**src/rtl/cost_update_ctrl.sv**
```systemverilog
// Sequencer for one cost-update pass over a register file: clear, load
// stay/temp candidate pairs, compare-and-replace each entry, then read all out.
module cost_update_ctrl (
    input  logic       clk,
    input  logic       reset,
    input  logic       start,
    input  logic [3:0] num_states,
    input  logic       abort,
    input  logic       in_valid,
    output logic       in_ready,
    output logic       busy,
    output logic       done,
    output logic       clear,
    output logic       wr_en,
    output logic       intmp,
    output logic [3:0] in_sel,
    output logic       compare,
    output logic [3:0] com_sel,
    output logic [3:0] out_sel,
    output logic       rd_valid,
    output logic [3:0] rd_idx,
    output logic       rd_last
);

    typedef enum logic [2:0] {
        S_IDLE,
        S_CLEAR,
        S_LOAD_STAY,
        S_LOAD_TMP,
        S_COMPARE,
        S_READ,
        S_DONE
    } state_t;

    state_t     state_q, state_d;
    logic [3:0] idx_q, idx_d;
    logic [3:0] last_q, last_d;
    logic       rd_valid_q, rd_valid_d;
    logic [3:0] rd_idx_q, rd_idx_d;
    logic       rd_last_q, rd_last_d;
    logic       kill;

    assign kill = abort && (state_q != S_IDLE);

    always_ff @(posedge clk) begin
        if (reset) begin
            state_q    <= S_IDLE;
            idx_q      <= '0;
            last_q     <= '0;
            rd_valid_q <= 1'b0;
            rd_idx_q   <= '0;
            rd_last_q  <= 1'b0;
        end else begin
            state_q    <= state_d;
            idx_q      <= idx_d;
            last_q     <= last_d;
            rd_valid_q <= rd_valid_d;
            rd_idx_q   <= rd_idx_d;
            rd_last_q  <= rd_last_d;
        end
    end

    always_comb begin
        state_d  = state_q;
        idx_d    = idx_q;
        last_d   = last_q;
        in_ready = 1'b0;
        done     = 1'b0;
        clear    = 1'b0;
        wr_en    = 1'b0;
        intmp    = 1'b0;
        in_sel   = '0;
        compare  = 1'b0;
        com_sel  = '0;
        out_sel  = '0;
        busy     = (state_q != S_IDLE);

        unique case (state_q)
            S_IDLE: begin
                if (start && !abort) begin
                    state_d = S_CLEAR;
                    last_d  = num_states;
                    idx_d   = '0;
                end
            end
            S_CLEAR: begin
                clear   = 1'b1;
                state_d = S_LOAD_STAY;
            end
            S_LOAD_STAY: begin
                in_ready = 1'b1;
                in_sel   = idx_q;
                if (in_valid) begin
                    wr_en   = 1'b1;
                    state_d = S_LOAD_TMP;
                end
            end
            S_LOAD_TMP: begin
                in_ready = 1'b1;
                if (in_valid) begin
                    wr_en   = 1'b1;
                    intmp   = 1'b1;
                    state_d = S_COMPARE;
                end
            end
            S_COMPARE: begin
                compare = 1'b1;
                com_sel = idx_q;
                if (idx_q == last_q) begin
                    idx_d   = '0;
                    state_d = S_READ;
                end else begin
                    idx_d   = idx_q + 4'd1;
                    state_d = S_LOAD_STAY;
                end
            end
            S_READ: begin
                out_sel = idx_q;
                if (idx_q == last_q) begin
                    idx_d   = '0;
                    state_d = S_DONE;
                end else begin
                    idx_d = idx_q + 4'd1;
                end
            end
            S_DONE: begin
                done    = 1'b1;
                state_d = S_IDLE;
            end
            default: state_d = S_IDLE;
        endcase

        // Abort overrides every strobe and scrubs the register file on the way out.
        if (kill) begin
            in_ready = 1'b0;
            done     = 1'b0;
            clear    = 1'b1;
            wr_en    = 1'b0;
            intmp    = 1'b0;
            in_sel   = '0;
            compare  = 1'b0;
            com_sel  = '0;
            out_sel  = '0;
            idx_d    = '0;
            state_d  = S_IDLE;
        end
    end

    // Readout sideband lags out_sel by one cycle to line up with the registered file output.
    always_comb begin
        rd_valid_d = (state_q == S_READ) && !kill;
        rd_idx_d   = out_sel;
        rd_last_d  = (state_q == S_READ) && !kill && (idx_q == last_q);
    end

    assign rd_valid = rd_valid_q;
    assign rd_idx   = rd_idx_q;
    assign rd_last  = rd_last_q;

endmodule

```
**config.mk**
```make
export PLATFORM = sky130hd
export DESIGN_NAME = cost_update_ctrl
export DESIGN_NICKNAME = d
export VERILOG_FILES = /design/src/rtl/cost_update_ctrl.sv
export SDC_FILE = /design/constraint.sdc
export NUM_CORES = 1
export LEC_CHECK = 0
export CAP_MARGIN = 5
export CORE_MARGIN = 4
export CORE_UTILIZATION = 30
export DETAILED_ROUTE_END_ITERATION = 10
export GPL_TIMING_DRIVEN = 0
export MAX_ROUTING_LAYER = met4
export PLACE_DENSITY = 0.69
export SLEW_MARGIN = 0
export SYNTH_ARGS = -nofsm -noshare
export SYNTH_HDL_FRONTEND = slang
export SYNTH_SLANG_ARGS = --single-unit
```
**constraint.sdc**
```tcl
create_clock -name clk -period 3.9 [get_ports clk]
set_input_delay 0.585 -clock clk [delete_from_list [all_inputs] [get_ports clk]]
set_output_delay 0.585 -clock clk [all_outputs]
set_load 0.005 [all_outputs]
```
==> flow_results.org, run 1 <==
** Synth
- Nets in the synthesized netlist :: around 120
- In this run the cell area of the synthesized design comes to 938 µm².
- The synthesized netlist contains 32 unique library cells.
- Flip-flop and latch count after synthesis :: 17
- Synthesized area per cell :: 8.85 µm²
- Synthesis produced a netlist whose cell count is roughly 110.
- Sequential cells were found to cover 36.3% of the synthesized design area.
- Ys Warns :: 0

** Route
- Wire length per cell :: 12.8 µm
- DRT antenna net count :: 0
- First-pass detailed-route iteration total :: 4
- The routed layout has 888 vias.
- DRC violation total after the first TritonRoute iteration :: 28
- Wires add up to around 2400 µm.
- Using the TritonRoute via totals, the vias-per-cell ratio works out to 4.80.
- In the routed design, unresolved DRC markers number 0.

** Pwr
- VDD sags by at most 253 µV.
- Summed over all cells, the static leakage comes to roughly 0.51 nW.
- In this run the power density over the cells is ~360 nW/µm².
- Tot Pwr :: ~0.48 mW

** Worst setup path
- Worst flop-to-flop path endpoint :: state_q[1]$_SDFFE_PP0P_
- WP data arrival :: between 1.5 and 2 ns
- In this run the worst setup path terminates at com_sel[2].
- Launching element type of the critical path :: flip-flop
- CP max FO :: 10
- Data required time at the worst endpoint :: 3.31 ns
- The critical path starts at state_q[1]$_SDFFE_PP0P_.
- STA classifies the critical path endpoint as an output port.
- Type of the setup path with the least slack :: flip-flop to output port
- The worst register-to-register path has a depth of 5.
- The worst register-to-register path begins at idx_q[0]$_SDFFE_PP0P_.
- Setup slack on the worst flop-to-flop path :: 2.38 ns

** Global routing
- Global routing usage on met2 :: roughly 22%
- Most heavily used metal layer in global routing :: met2
- For this run, global-route usage on met3 was measured as about 4.0%.
- For this run the aggregate overflow at the end of global routing stands at 0.
- Number of global-route vias before repair :: 862
- Entering global routing, the biggest net connects 11 pins.
- Global routing used 14.2% of the available met1 tracks.
- The first global-routing pass estimated 4070 µm of wire.
- The initial antenna violation count came to 0.
- Total routing resource utilization after global routing :: 12.7%

** Layout
- Most common cell after layout, fill and taps aside :: clkdlybuf4s50_1
- Post-route cell area :: 1330 µm²
- At the end of the flow, the number of nets in the layout was 152.
- Layout Utilization :: between 40% and 50%
- For this run, the number of standard cells in the final layout without fillers is 185.
- Fill cells in the final layout number roughly 300.
- Area used by multi-input combinational logic :: between 500 and 600 µm²
- Cells with a size suffix above 1 make up under 10% of the layout.
- In the layout the commonest cells are clkdlybuf4s50_1, and2_1, dfxtp_1.
- Ant. Diodes :: 0
- FF+latch area :: 340 µm²
- Area overhead of the layout relative to synthesis :: 41.9%

** Timing
- Slack of the critical path :: 1.34 ns
- Number of failing setup endpoints in the final timing report :: 0
- At the pin with the least slew margin, the transition time is 0.479 ns.
- Tmin final :: 2.56 ns
- Headroom to the max-slew limit came out at 67.8%.
- Fin Setup TNS :: 0 ns
- Worst hold margin :: 0.526 ns
- Based on the critical path, the design can be clocked at up to 391 MHz.
- Total count of max-transition violations in the final report :: 0
- Setup repair after global routing missed its margin :: false
- Worst clock skew on the final layout :: 0.00674 ns
- Period Utilization, post-route :: 65.6%
- The hold violation count in the final report came to 0.

** Clocking
- Clock-pin slew was measured on the worst setup and hold paths at 0.09 ns.
- CTS built an H-tree with a depth of 1.
- CTS-repair resized insts :: 0
- The later pin in the worst-skew pair is clocked with a latency of 0.29 ns.
- Clock tree from TritonCTS :: built
- The number of setup buffers added after CTS is 0.
- TritonCTS created 3 clock buffers.
- Cts-stage hold buffer count :: 0
- Buffer depth of the longest clock path :: 2
- Root cell of the clock tree :: clkbuf_4
- The clock drives 17 sinks.

** Placed design
- Buffers placed on the I/O ports in this run total 31.
- Counting tap cells, the placed design contains a total of 181 instances.
- Worst Setup Slack post-DPL :: 1.41 ns
- Detailed placement finished with a half-perimeter wire length of 1920 µm.
- Cell area after placement :: 1300 µm²
- Gp weighted congestion :: 0.827

** Floorplanning
- The floorplan has 20 rows.
- For this design the top-level I/O count stands at 34.
- Once the floorplan was initialized, standard cells occupied a little under a third of the core.
- The die covers 4090 µm².
- Die span in y :: 63.9 µm
- Placeable Area :: 3030 µm²
- Die W :: 63.9 µm

** Job
- Max-cap violations in this run came to 0.

** Status
- The flow ran to the end, and the final reports show no timing, DRC or antenna violations.

** Worst hold path
- The tightest min-delay check is of the flip-flop to flip-flop type.
sequential cells by signal (all words and copies together), names as in the netlist:
name      cells
state_q       3
last_q        4
rd_last       1
idx_q         4
rd_idx        4
rd_valid      1
worst min path at each step:
stage                     cells after the start  slack, ns              startpoint                      to
final                                         2       0.53  last_q[1]$_SDFFE_PP0P_  last_q[1]$_SDFFE_PP0P_
after global routing                          2       0.57  last_q[0]$_SDFFE_PP0P_  last_q[0]$_SDFFE_PP0P_
after CTS                                     2       0.54  last_q[1]$_SDFFE_PP0P_  last_q[1]$_SDFFE_PP0P_
after detailed placement                      2       0.51  last_q[1]$_SDFFE_PP0P_  last_q[1]$_SDFFE_PP0P_
after global placement                        2       0.50  last_q[1]$_SDFFE_PP0P_  last_q[1]$_SDFFE_PP0P_
after floorplan                               1       0.48   idx_q[3]$_SDFFE_PP0P_   idx_q[3]$_SDFFE_PP0P_
logic make-up after synthesis:
family	Yosys count	share of synthesized area, %
buffers and inverters	8	4.13
and+or+nand+nor	48	30.0
adders and majority gates	1	1.33
muxes	6	6.40
AOI/OAI and AO/OA	21	17.2
xor gates and xnor gates	5	4.67
DFF	17	36.3
layer usage:
| layer | up-vias | part of all wire [%] | routed length, µm |
|---|---|---|---|
| met2 | 19 | 52 | 1240 |
| met1 | 425 | 43 | 1020 |
| met5 | - | 0 | 0 |
| met3 | 2 | 4.3 | 103 |
| met4 | 0 | 0.42 | 10 |
| li1 | 442 | - | - |
where the power goes:
part	leakage (nW)	internal, mW	switching (mW)
sequential	0.138	0.186	0.0134
clock	0.0177	0.0381	0.0538
combinational	0.357	0.0952	0.0953
synthesized netlist by cell type:
cell      instances  area (µm²)
and2_1           18         113
dfxtp_1          17         340
nor2_1           12        45.0
mux2i_1           6        60.1
xnor2_1           5        43.8
a31oi_1           4        25.0
buf_2             4        20.0
o21ai_0           4        20.0
a21oi_1           3        15.0
and3_1            3        18.8
nand2b_1          3        18.8
nand3b_1          3        22.5
inv_1             2        7.51
nand3_1           2        10.0
nor3_1            2        10.0
o21bai_1          2        15.0
a211oi_2          1        12.5
a21o_1            1        7.51
a21oi_2           1        8.76
a221o_1           1        10.0
a22oi_1           1        7.51
a41oi_2           1        16.3
and2b_1           1        7.51
and4_1            1        8.76
buf_1             1        3.75
buf_4             1        7.51
ha_1              1        12.5
nand4b_1          1        8.76
nor3b_1           1        7.51
o31ai_1           1        7.51
o32ai_2           1        16.3
or3_4             1        11.3
worst max-delay path, stage by stage, from the launching register on:
cell	delay (ns)
dfxtp_1	0.36
buf_2	0.19
nor3_1	0.44
and2_1	0.19
clkdlybuf4s50_1	0.51
layout make-up:
type / instances / area share, %
Buffer: 6 / 2.35
Clock buffer: 3 / 1.69
Clock inverter: 1 / 0.376
Inverter: 2 / 0.564
Multi-Input combinational cell: 81 / 42.0
Sequential cell: 17 / 25.6
Tap cell: 44 / 4.14
Timing Repair Buffer: 31 / 23.3
Note: power is estimated with default switching activity, not from simulation.
==> inputs of run 2 (changes only) <==
--- a/config.mk
+++ b/config.mk
@@ -11,7 +11,7 @@
 export DETAILED_ROUTE_END_ITERATION = 10
 export GPL_TIMING_DRIVEN = 0
 export MAX_ROUTING_LAYER = met4
-export PLACE_DENSITY = 0.69
+export PLACE_DENSITY = 0.71
 export SLEW_MARGIN = 0
 export SYNTH_ARGS = -nofsm -noshare
 export SYNTH_HDL_FRONTEND = slang
==> constraint.sdc (replaced) <==
create_clock -name clk -period 2.35 [get_ports clk]
set_input_delay 0.3525 -clock clk [delete_from_list [all_inputs] [get_ports clk]]
set_output_delay 0.3525 -clock clk [all_outputs]
set_load 0.005 [all_outputs]
==> run 2 against run 1 <==
  * Die area unchanged
  * First-iteration DRC count fell by 32%
  * Hold slack worse by 0.073 ns
  * Largest cell class unchanged
==> flow_results.org, run 2 (synthesized netlist as in run 1, its figures left out) <==
** Status
- Outcome: complete, no violations (unchanged).

** Timing
- Subtracting the final worst setup slack from the clock period gives 2.19 ns.
- Hold violation count in the final report :: 0 (unchanged)
- Fmax :: 456 MHz
- Fin Setup TNS :: 0 ns (unchanged)
- The relative slew slack came to 69.3% (was 67.8%).
- Total count of max-transition violations in the final report :: 0 (unchanged)
- The worst clock skew came to 0.00542 ns (was 0.00674 ns).
- Setup repair after global routing missed its margin :: false (unchanged)
- Worst-Margin Slew :: 0.460 ns (was 0.479 ns)
- The final setup violation count is 0 (unchanged).
- Period Utilization, post-route :: between 90 and 100%

** Worst setup path
- Data required time at the worst endpoint :: 2.00 ns (was 3.31 ns)
- Type of the setup path with the least slack :: flip-flop to output port (unchanged)
- The critical register-to-register path startpoint is idx_q[0]$_SDFFE_PP0P_ (unchanged).
- The startpoint class of the critical path was a flip-flop (unchanged).
- The path depth of the worst reg2reg path was 5 (unchanged).
- The critical-path maximum fanout came to 10 (unchanged).
- The startpoint of the worst setup timing path is state_q[0]$_SDFFE_PP0P_ (was state_q[1]$_SDFFE_PP0P_).
- Worst flop-to-flop path endpoint :: state_q[1]$_SDFFE_PP0P_ (unchanged)
- Last element of the critical path :: clear (was com_sel[2])
- The kind of capture point of the worst setup path was an output port (unchanged).
- WP data arrival :: 1.84 ns (was 1.97 ns)
- Setup slack on the worst flop-to-flop path :: 0.87 ns (was 2.38 ns)

** Layout
- The area taken by multi-input logic gates came to 564 µm² (was 559 µm²).
- Ant. Diodes :: 0 (unchanged)
- Most common cell after layout, fill and taps aside :: clkdlybuf4s50_1 (unchanged)
- The final core area utilization was 44.1% (was 44.0%).
- Area overhead of the layout relative to synthesis :: 42.4% (was 41.9%)
- Post-route cell area :: 1340 µm² (was 1330 µm²)
- Final std cells w/o fill :: 185 (unchanged)
- Leading cell types in the layout, fill and taps excluded: clkdlybuf4s50_1, and2_1, dfxtp_1 (unchanged).
- The share of layout cells above drive strength 1 came to 10.6% (was 9.93%).
- The register cell area after layout came to 340 µm² (unchanged).
- The number of inserted filler cells in the final layout is 313 (was 301).
- Nets :: 152 (unchanged)

** Route
- First-pass detailed-route iteration total :: 2 (was 4)
- The total number of vias came to 883 (was 888).
- Remaining design rule violation count :: 0 (unchanged)
- Routed via count divided by cell count :: 4.77 (was 4.80)
- DRT antenna net count :: 0 (unchanged)
- Met2 layer wire length in the routed design :: 1090 µm (was 1240 µm)
- Post-route met1 wirelength :: 972 µm (was 1020 µm)
- The detailed-routed wire length on met3 came to 172 µm (was 103 µm).
- Total Wirelength :: 2270 µm (was 2370 µm)
- The detail-routed net length per standard cell is 12.3 µm (was 12.8 µm).
- Highest routed layer :: met4 (unchanged)
- The first-iteration detailed-routing DRC count was 19 (was 28).

** Worst hold path
- The path category of the worst min-delay check is input pin to flip-flop (was flip-flop to flip-flop).
- The cell count of the worst hold path came to 2 (unchanged).

** Global routing
- The remaining global-route overflow is 0 (unchanged).
- Global-route wire length before repair :: 3720 µm (was 4070 µm)
- The total routing resource utilization after global routing came to 11.7% (was 12.7%).
- Pin count of the biggest net entering global routing :: 11 (unchanged)
- Antenna violations before repair :: 0 (unchanged)
- The number of global-route vias before repair came to 761 (was 862).

** Placed design
- Gp weighted congestion :: 0.911 (was 0.827)
- Placed Cells :: 181 (unchanged)
- The number of buffers added on ports was 31 (unchanged).
- Cell area after placement :: 1300 µm² (unchanged)
- Dpl hpwl :: 1840 µm (was 1920 µm)

** Clocking
- Number of levels the H-tree was split into :: 1 (unchanged)
- CTS-repair resized insts :: 1 (was 0)
- Clock transition at the registers of the reported paths :: 0.09 ns (about the same)
- The TritonCTS clock tree is built (unchanged).
- CTS buffer count :: 3 (unchanged)
- Clock latency reported for the late side of the worst-skew pair :: 0.29 ns (about the same)
- The number of clock sinks came to 17 (unchanged).
- Post-CTS setup buffer count :: 0 (unchanged)
- The maximum buffer depth of the clock tree was 2 (unchanged).
- The library cell used as clock root buffer is clkbuf_4 (unchanged).
- The hold-fix buffer count after cts was 0 (unchanged).

** Floorplanning
- The cell row count is 20 (unchanged).
- The initial cell density of the core came to 31.0% (unchanged).
- # IOs :: 34 (unchanged)
- The floorplan die height is 63.9 µm (unchanged).
- The core outline area is 3030 µm² (unchanged).
- The floorplan die area is 4090 µm² (unchanged).
- Die W :: 63.9 µm (unchanged)

** Pwr
- Power per Cell Area :: 596 nW/µm² (was 362 nW/µm²)
- Leakage power figure :: 0.514 nW (was 0.512 nW)
- The worst supply voltage drop on vdd was 328 µV (was 253 µV).

** Job
- Max-cap check violation count :: 0 (unchanged)
[run 2: cell counts in the layout (fill, tap and decap cells not counted)]
Identical to the previous run, type by type.
[run 2: layout make-up]
type | instances | share of cell area [%]
Clock buffer | 3 | 1.69
Multi-Input combinational cell | 81 | 42.2
Buffer | 6 | 2.34
Inverter | 2 | 0.562
Tap cell | 44 | 4.12
Clock inverter | 1 | 0.375
Sequential cell | 17 | 25.5
Timing Repair Buffer | 31 | 23.2
[run 2: worst max-delay path: stages (launching register included)]
cell and delay (ns):
dfxtp_1 0.42, buf_2 0.24, inv_1 0.09, o31ai_1 0.24, clkdlybuf4s50_1 0.55
[run 2: metal layers]
layer / up-vias / track usage (%)
met2: 32 / 19.7
li1: 447 / -
met3: 4 / 2.46
met4: 0 / 4.85
met5: - / -
met1: 400 / 13.4
[run 2: through the flow]
| stage | hold WS [ns] | total power [mW] | setup slack, ns |
|---|---|---|---|
| floorplan | 0.481 | 0.546 | 0.964 |
| global placement | 0.508 | 0.641 | 0.368 |
| detailed placement | 0.513 | 0.649 | 0.294 |
| CTS | 0.433 | 0.810 | 0.104 |
| global route | 0.450 | 0.853 | 0.00836 |
| finish | 0.452 | 0.797 | 0.159 |
[run 2: worst min path at each step]
stage | from | slack (ns) | end
global placement | last_q[1]$_SDFFE_PP0P_ | 0.51 | last_q[1]$_SDFFE_PP0P_
global route | reset | 0.45 | last_q[3]$_SDFFE_PP0P_
detailed placement | last_q[2]$_SDFFE_PP0P_ | 0.51 | last_q[2]$_SDFFE_PP0P_
finish | reset | 0.45 | last_q[3]$_SDFFE_PP0P_
CTS | reset | 0.43 | last_q[3]$_SDFFE_PP0P_
floorplan | idx_q[3]$_SDFFE_PP0P_ | 0.48 | idx_q[3]$_SDFFE_PP0P_
[run 2: where the power goes]
part | internal, mW | switching (mW) | leakage [nW]
Clock | 0.0633 | 0.0924 | 0.0177
Combinational | 0.158 | 0.151 | 0.359
Sequential | 0.308 | 0.0242 | 0.138
Total | 0.529 | 0.268 | 0.514
